[config.mk]
export PLATFORM = sky130hd
export DESIGN_NAME = icache_s2
export DESIGN_NICKNAME = d
export VERILOG_FILES = /design/src/rtl/icache_s2.sv
export SDC_FILE = /design/constraint.sdc
export NUM_CORES = 1
export LEC_CHECK = 0
export ABC_CLOCK_PERIOD_IN_PS = 1600
export BUFFER_PORTS_ARGS = -buffer_cell sky130_fd_sc_hd__buf_2
export CORE_AREA = 3 3 209 211
export CTS_CLUSTER_SIZE = 20
export DETAILED_ROUTE_END_ITERATION = 8
export DIE_AREA = 0 0 212 214
export SKIP_LAST_GASP = 1
export SLEW_MARGIN = 20
export SYNTH_ARGS = -nofsm -noshare
export SYNTH_HDL_FRONTEND = slang
export SYNTH_SLANG_ARGS = --single-unit
[constraint.sdc]
create_clock -name clk -period 1.6 [get_ports clk]
set_clock_uncertainty 0.15 [all_clocks]
set_input_delay 0.16 -clock clk [delete_from_list [all_inputs] [get_ports clk]]
set_output_delay 0.16 -clock clk [all_outputs]
set_load 0.01 [all_outputs]
[src/rtl/icache_s2.sv]
// Instruction cache stage 2: tag compare, way select, and the miss/uncached refill FSM.
// Hit data is returned combinationally; misses stall stage 1 until the bus delivers the word.
module icache_s2 (
    input  logic         clk,
    input  logic         rst_n,
    input  logic         s2_rreq_i,
    input  logic         s2_cached_i,
    input  logic [31:0]  s2_virtual_addr_i,
    input  logic [31:0]  s2_physical_addr_i,
    input  logic [20:0]  s2_tagv_w0_i,
    input  logic [20:0]  s2_tagv_w1_i,
    input  logic         s2_valid0_i,
    input  logic         s2_valid1_i,
    input  logic [31:0]  s2_data_way0_i,
    input  logic [31:0]  s2_data_way1_i,
    input  logic         axi_arready_i,
    input  logic         axi_rend_i,
    input  logic [255:0] axi_rdata_i,
    output logic         s2_hit1_o,
    output logic         s2_hit2_o,
    output logic         s2_rreq_o,
    output logic [1:0]   s2_status_o,
    output logic         icache_stall_o,
    output logic         axi_rreq_o,
    output logic [31:0]  axi_raddr_o,
    output logic         axi_uncached_o,
    output logic         inst_valid_o,
    output logic [31:0]  inst_o,
    output logic [31:0]  inst_addr_o
);

    typedef enum logic [1:0] {
        S_IDLE  = 2'b00,
        S_READ  = 2'b01,
        S_UREAD = 2'b10,
        S_RESP  = 2'b11
    } state_t;

    state_t        r_state;
    logic          r_issued;
    logic [31:0]   r_word;

    logic          w_hit0;
    logic          w_hit1;
    logic          w_hit_any;
    logic          w_idle;
    logic          w_busy;
    logic          w_rend_ok;
    logic [7:0][31:0] w_line;

    assign w_line    = axi_rdata_i;
    assign w_hit0    = s2_rreq_i & s2_cached_i & s2_valid0_i
                       & (s2_tagv_w0_i == s2_physical_addr_i[31:11]);
    assign w_hit1    = s2_rreq_i & s2_cached_i & s2_valid1_i
                       & (s2_tagv_w1_i == s2_physical_addr_i[31:11]);
    assign w_hit_any = w_hit0 | w_hit1;
    assign w_idle    = (r_state == S_IDLE);
    assign w_busy    = (r_state == S_READ) | (r_state == S_UREAD);
    // A read-end before the address handshake belongs to an abandoned transfer.
    assign w_rend_ok = w_busy & r_issued & axi_rend_i;

    always_ff @(posedge clk) begin
        if (!rst_n) begin
            r_state  <= S_IDLE;
            r_issued <= 1'b0;
            r_word   <= 32'd0;
        end else begin
            case (r_state)
                S_IDLE: begin
                    r_issued <= 1'b0;
                    if (s2_rreq_i && !w_hit_any)
                        r_state <= s2_cached_i ? S_READ : S_UREAD;
                end
                S_READ, S_UREAD: begin
                    if (!r_issued && axi_arready_i)
                        r_issued <= 1'b1;
                    if (w_rend_ok) begin
                        r_word   <= (r_state == S_READ) ? w_line[s2_physical_addr_i[4:2]]
                                                        : w_line[0];
                        r_issued <= 1'b0;
                        r_state  <= S_RESP;
                    end
                end
                S_RESP:  r_state <= S_IDLE;
                default: r_state <= S_IDLE;
            endcase
        end
    end

    // Hits only reported in IDLE so the LRU in stage 1 is updated once per access.
    assign s2_hit1_o      = w_idle & w_hit0;
    assign s2_hit2_o      = w_idle & w_hit1;
    assign s2_rreq_o      = s2_rreq_i & s2_cached_i;
    assign s2_status_o    = r_state;
    assign icache_stall_o = w_busy | (w_idle & s2_rreq_i & ~w_hit_any);

    assign axi_rreq_o     = w_busy & ~r_issued;
    assign axi_uncached_o = (r_state == S_UREAD);
    assign axi_raddr_o    = (r_state == S_READ) ? {s2_physical_addr_i[31:5], 5'b0}
                                                : s2_physical_addr_i;

    assign inst_valid_o   = (w_idle & w_hit_any) | (r_state == S_RESP);
    assign inst_o         = (r_state == S_RESP) ? r_word
                          : (w_hit0 ? s2_data_way0_i : s2_data_way1_i);
    assign inst_addr_o    = s2_virtual_addr_i;

endmodule
==> reports/metrics.yaml, run 1 <==
status:
  outcome: "complete, but fails checks"
  violations: "negative setup slack"
layout:
  fin_area_um2: 9404
  final_common_cell: "buf_2"
  layout_common_cells: "buf_2 (446), nand2_1 (74), mux2i_1 (65), mux4_2 (64), o21ai_1 (58)"
  drive_gt1_share_pct: 68.58
  utilization_pct: 22.42
  area_growth_pct: 86.83
  fin_nets: 1481
cts:
  cts_sinks: 35
  clk_pin_slew_ns: 0.07
  cts_tree: "built"
  cts_root_buffer: "clkbuf_16"
  cts.htree.levels: 2
  numCtsBuffers: 5
  clk_path_buf_depth: 2
  clock_latency_ns: 0.32
synthesis:
  ys_ff_latch: 35
  synth_area_leaders: "mux4_2 (29%), dfxtp_1 (14%), mux2i_1 (13%)"
  synth_edf_count: 0
  synth_cell_types: 32
  synth_area_um2: 5034
  synth_fa_ha_area_share_pct: 0.9943
  synth_compound_area_share_pct: 10.89
  avgSynthCellArea_um2: 9.086
  yosysWarningCount: 0
  synth_xor_area_share_pct: 7.308
  synth_top_family_by_area: "multiplexers"
  synth_cells: 554
  ys.flop_type: "dfxtp_1"
  yosys.area_share.simple_pct: 11.21
  synth.area.mux_share_pct: 41.76
  ys_seq_area_share_pct: 13.92
  synth_area_leader_cell: "mux4_2"
  synth.top_cell.area_share_pct: 28.64
  synth_fp_nets: 992
  async_flop_share_pct: 0
drt:
  vias: 6398
  drtIter0Drc: 348
  ant_nets: 0
  vias_per_cell: 4.037
  drt-pass1-iter-count: 4
  drt_wl_total_mm: 31.13
  wl_per_cell_um: 19.64
  drc: 0
floorplan:
  core_area_um2: 41950
  num_rows: 75
  io_pins: 539
  fp.dieW_um: 212
  die_y_um: 214
  fp.dieArea_um2: 45370
  start_util_pct: 12.00
sta:
  period_needed_ns: 2.354
  fin_crit_sh_pct: 147.1
  rsz0062_at_grt: "true"
  setup_violations: 77
  max_clock_freq_mhz: 424.8
  fin_ws_ns: -0.7540
  hold_viol_final: 0
  slew_violations: 0
  tightest_slew_ns: 0.5780
  relSlewSlack_pct: 61.06
placed_design:
  place.gp.congestion: 0.8767
  io_buffer_count: 462
  placed_area_um2: 8150
  pre_cts_slack_ns: -0.6844
  dp_hpwl_mm: 23.40
critical_path:
  crit_start: "s2_tagv_w0_i[5]"
  cp_max_fo: 6
  start_kind: "primary input"
  reg2reg_slack_ns: -0.23
  path_class: "primary input to output port"
  worst-r2r-cell-count: 9
  cp.required_ns: 1.29
  endpoint: "inst_o[6]"
  r2r_start: "s2_status_o[0]"
  r2r_end: "r_word[16]"
  cp-end-kind: "output port"
  crit_arrival_ns: 2.04
global_routing:
  grt_pass1_vias: 6663
  grtUsageTotal_pct: 12.40
  grt_max_degree: 33
  grt_pass1_wl_mm: 40.91
  overflow: 0
  antenna_found_initial: 5
pwr:
  p_leak_uw: 0.004247
  peakVddDrop_mv: 0.3765
  power.density_nw_per_um2: 648.9
run:
  cap_viol_max_count: 0
min_path:
  hold_class: "primary input to register"
==> cells by family after synthesis <==
| kind of cell | after synthesis |
|---|---|
| adders and majority gates | 4 |
| xor gates and xnor gates | 42 |
| DFF | 35 |
| muxes | 130 |
| and+or+nand+nor | 131 |
| AOI/OAI and AO/OA | 106 |
| buffers and inverters | 106 |
==> critical path, cell delays in order <==
cell and delay (ns):
buf_2 0.13, xor2_1 0.18, nor4_1 0.29, nand4_1 0.20
nor4_4 0.19, buf_6 0.14, buf_12 0.14, clkbuf_16 0.19
mux2i_1 0.19, o21ai_1 0.07, buf_2 0.14
==> Yosys cell counts, types with 2 or more instances <==
| library cell | instances |
|---|---|
| dfxtp_1 | 35 |
| a31oi_1 | 2 |
| nor4_1 | 7 |
| ha_1 | 4 |
| buf_4 | 64 |
| nor2_1 | 5 |
| nand2_1 | 100 |
| xor2_1 | 29 |
| clkbuf_1 | 21 |
| o221ai_1 | 2 |
| o21ai_0 | 71 |
| and2_1 | 2 |
| xnor2_1 | 13 |
| nor2b_1 | 5 |
| mux2i_1 | 66 |
| inv_1 | 5 |
| o21ai_1 | 28 |
| mux4_2 | 64 |
| buf_1 | 7 |
| buf_12 | 3 |
| buf_2 | 5 |
| nand4_1 | 6 |
==> layout make-up <==
| cell class | count | area (um^2) |
|---|---|---|
| Clock inverter | 3 | 43.79 |
| Multi-Input combinational cell | 413 | 4024 |
| Sequential cell | 35 | 705.7 |
| Timing Repair Buffer | 583 | 3802 |
| Fill cell | 4573 | 32540 |
| Inverter | 5 | 23.77 |
| Tap cell | 539 | 674.4 |
| Antenna cell | 2 | 5.005 |
| Clock buffer | 5 | 125.1 |
==> per-stage QoR <==
stage	hold slack, ns	power [uW]	setup TNS (ns)	cells
after detailed placement	0.1701	3998	-32.11	1530
final	0.006512	6102	-32.72	1585
after floorplan	0.1708	2488	-5.186	554
after global routing	0.001278	6503	-40.92	1583
after CTS	0.0009740	5854	-30.00	1580
after global placement	0.1701	3954	-31.10	1530
==> layer usage <==
metal	GRT usage, %	vias to the layer above	share of wire, %
met2	22.23	343	50
li1	-	2976	-
met5	0	-	0.087
met1	13.95	3022	38
met3	2.665	53	8.3
met4	5.582	4	3.3
==> report_power, final <==
group	internal (uW)	switching [uW]	total, uW
combinational	2000	1840	3840
sequential	931	54.9	986
clock	739	542	1280
==> how the worst min path moves through the flow <==
| stage | cells after the start | endpoint | slack, ns | startpoint |
|---|---|---|---|---|
| after CTS | 3 | r_word[5] | 0.001 | axi_rdata_i[5] |
| after global routing | 3 | r_word[15] | 0.001 | axi_rdata_i[15] |
| after detailed placement | 0 | inst_addr_o[10] | 0.17 | s2_virtual_addr_i[10] |
| after floorplan | 2 | r_issued | 0.17 | rst_n |
| after global placement | 0 | inst_addr_o[10] | 0.17 | s2_virtual_addr_i[10] |
| final | 3 | r_word[15] | 0.007 | axi_rdata_i[15] |
==> registers in the layout, indices dropped and copies added (netlist names) <==
name,flops
s2_status_o,2
r_word,32
r_issued,1
==> what timing repair did <==
item / 4_1_cts / 5_1_grt
pin swaps: 35 / 30
resized for setup: 95 / 101
setup endpoints to repair: 76 / 78
gates cloned: 5 / 5
hold endpoints to repair: 17 / 1
buffers inserted: 21 / 3
hold buffers: 18 / 1
No activity file was read; power rests on OpenSTA's default activity.
==> inputs of run 2 (changes only) <==
- PLACE_DENSITY: not set -> 0.34
==> reports/metrics.yaml, run 2 (same netlist as run 1, synthesis figures left out) <==
min_path:
  hold_class: "primary input to register"
pwr:
  p_leak_uw: 0.004363  # +2.7%
  power_uw: 6028  # -1.2%
  power.density_nw_per_um2: 636.2  # -1.9%
  pwr-share-clk_pct: 18.7  # -2.3 points
  p_switching_uw: 2279  # -6.4%
  power.share.switching_pct: 37.81  # -2.1 points
  pwr-share-comb_pct: 64.7  # +1.8 points
  peakVddDrop_mv: 0.2950  # -22%
  p_int_uw: 3749  # +2.2%
  seqPwrFrac_pct: 16.6  # +0.4 points
floorplan:
  die_y_um: 214  # unchanged
  fp.dieArea_um2: 45370  # unchanged
  fp.dieW_um: 212  # unchanged
  num_rows: 75  # unchanged
  core_area_um2: 41950  # unchanged
  start_util_pct: 12.00  # unchanged
  io_pins: 539  # unchanged
critical_path:
  cp_max_fo: 7  # +1
  cp-end-kind: "output port"
  crit_arrival_ns: 2.08  # +0.04 ns
  path_class: "primary input to output port"
  cp.required_ns: 1.29  # about the same
  start_kind: "primary input"
global_routing:
  grtUsageTotal_pct: 12.23  # -0.17 points
  overflow: 0  # unchanged
  grt_pass1_wl_mm: 41.27  # +0.88%
  antenna_found_initial: 3  # -2
  grt_pass1_vias: 6612  # -0.77%
  grt_max_degree: 19  # -42%
layout:
  drive_gt1_share_pct: 69.42  # +0.84 points
  largest_reg_flops: 32  # unchanged
  top_register: "r_word"
  layoutNonFillerInstCount: 1593  # +0.50%
  final_common_cell: "buf_2"
  fin_nets: 1490  # +0.61%
  area_growth_pct: 88.22
  layout_common_cells: "buf_2 (445), buf_4 (73), nand2_1 (68), mux2i_1 (65), mux4_2 (64)"
cts:
  numCtsBuffers: 5  # unchanged
  cts_sinks: 35  # unchanged
  cts_root_buffer: "clkbuf_16"
  clk_path_buf_depth: 2  # unchanged
  cts.htree.levels: 2  # unchanged
  cts_tree: "built"
  clk_pin_slew_ns: 0.07  # about the same
  clock_latency_ns: 0.29  # -0.03 ns
drt:
  drc: 0  # unchanged
  drt-pass1-iter-count: 4  # unchanged
  ant_nets: 0  # unchanged
  drtIter0Drc: 197  # -43%
  wl_per_cell_um: 18.34  # -6.6%
  vias: 6105  # -4.6%
  drt_wl_total_mm: 29.22  # -6.1%
  vias_per_cell: 3.832  # -5.1%
sta:
  tightest_slew_ns: 0.4072  # -0.1707 ns
  slew_violations: 0  # unchanged
  fin_hold_ws_ns: 0.01968  # +0.01317 ns
  hold_viol_final: 0  # unchanged
  fin_crit_sh_pct: 149.2  # +2.0 points
  setup_violations: 77  # unchanged
  fin_ws_ns: -0.7866  # -0.03267 ns
  rsz0062_at_grt: "true"
  relSlewSlack_pct: 72.56  # +12 points
  period_needed_ns: 2.387  # +0.03267 ns
  max_clock_freq_mhz: 419.0  # -1.4%
placed_design:
  dp_hpwl_mm: 23.41  # about the same
  pre_cts_slack_ns: -0.8765  # -0.1921 ns
  io_buffer_count: 462  # unchanged
  dpl.cell_count: 1539  # +0.59%
  place.gp.congestion: 0.8319  # -5.1%
status:
  outcome: "complete, but fails checks"
  violations: "negative setup slack"
run:
  cap_viol_max_count: 0  # unchanged
[run 2: cell types whose count changed in the layout (fill, tap and decap cells not counted), moves of 5 or more]
cell / before / now
nand2_4: 8 / 17
buf_4: 57 / 73
nand2_1: 74 / 68
o21ai_0: 22 / 29
o21ai_1: 58 / 53
dlygate4sd3_1: 19 / 12
[run 2: layout make-up]
cell class / count / area, um^2
fill: 4657 / 32470
multi-input combinational: 413 / 4045
timing repair buffer: 592 / 3860
sequential: 35 / 705.7
tap: 539 / 674.4
clock buffer: 7 / 152.6
inverter: 5 / 26.28
clock inverter: 1 / 7.507
antenna: 1 / 2.502
[run 2: final timing paths]
| check | from | to | slack (ns) | cells after the start |
|---|---|---|---|---|
| worst min register to register | r_word[20] | r_word[20] | 0.31 | 2 |
| worst max register to register | s2_status_o[0] | r_word[4] | -0.24 | 10 |
| worst max-delay path | s2_physical_addr_i[31] | inst_o[29] | -0.79 | 10 |
| worst min-delay path | axi_rdata_i[10] | r_word[10] | 0.02 | 3 |
[run 2: repair_timing]
item                                   in CTS  in global routing
pin swaps                                  42                 28
gates resized for setup                   113                 68
hold buffers                               12                  0
setup buffers                              26                  6
endpoints found under the hold margin      12                  0
setup endpoints to repair                  76                 78
gates cloned                                7                  1
[run 2: power groups by stage]
stage               logic [uW]  clock network (uW)  registers, uW
global placement          2920                   0           1010
detailed placement        2920                   0           1000
CTS                       3760                1220            993
finish                    3900                1130           1000
global route              4250                1250           1010
floorplan                 1490                   0            998
[run 2: layer usage]
| metal | wire length, um | vias to the layer above | global-route usage (%) |
|---|---|---|---|
| met5 | 34 | - | 0 |
| met4 | 399 | 4 | 2.411 |
| met3 | 2065 | 28 | 2.944 |
| met2 | 15060 | 290 | 22.52 |
| met1 | 11670 | 2808 | 14.33 |
| li1 | - | 2975 | - |
[run 2: stage by stage]
stage               utilization, %  instance area [um^2]  setup TNS, ns
floorplan                        -                  5095         -5.186
global placement             19.62                  8230         -37.49
detailed placement           19.62                  8230         -37.39
CTS                          21.96                  9211         -36.63
global route                 22.59                  9474         -40.58
finish                       22.59                  9474         -33.59
[run 2: worst max-delay path: stages]
cell and delay [ns]:
buf_6 0.10, xor2_1 0.14, nor4_1 0.31, nand4_1 0.27, nor4_4 0.28, buf_6 0.24
clkbuf_16 0.17, mux2i_1 0.17, o21ai_1 0.08, buf_2 0.14
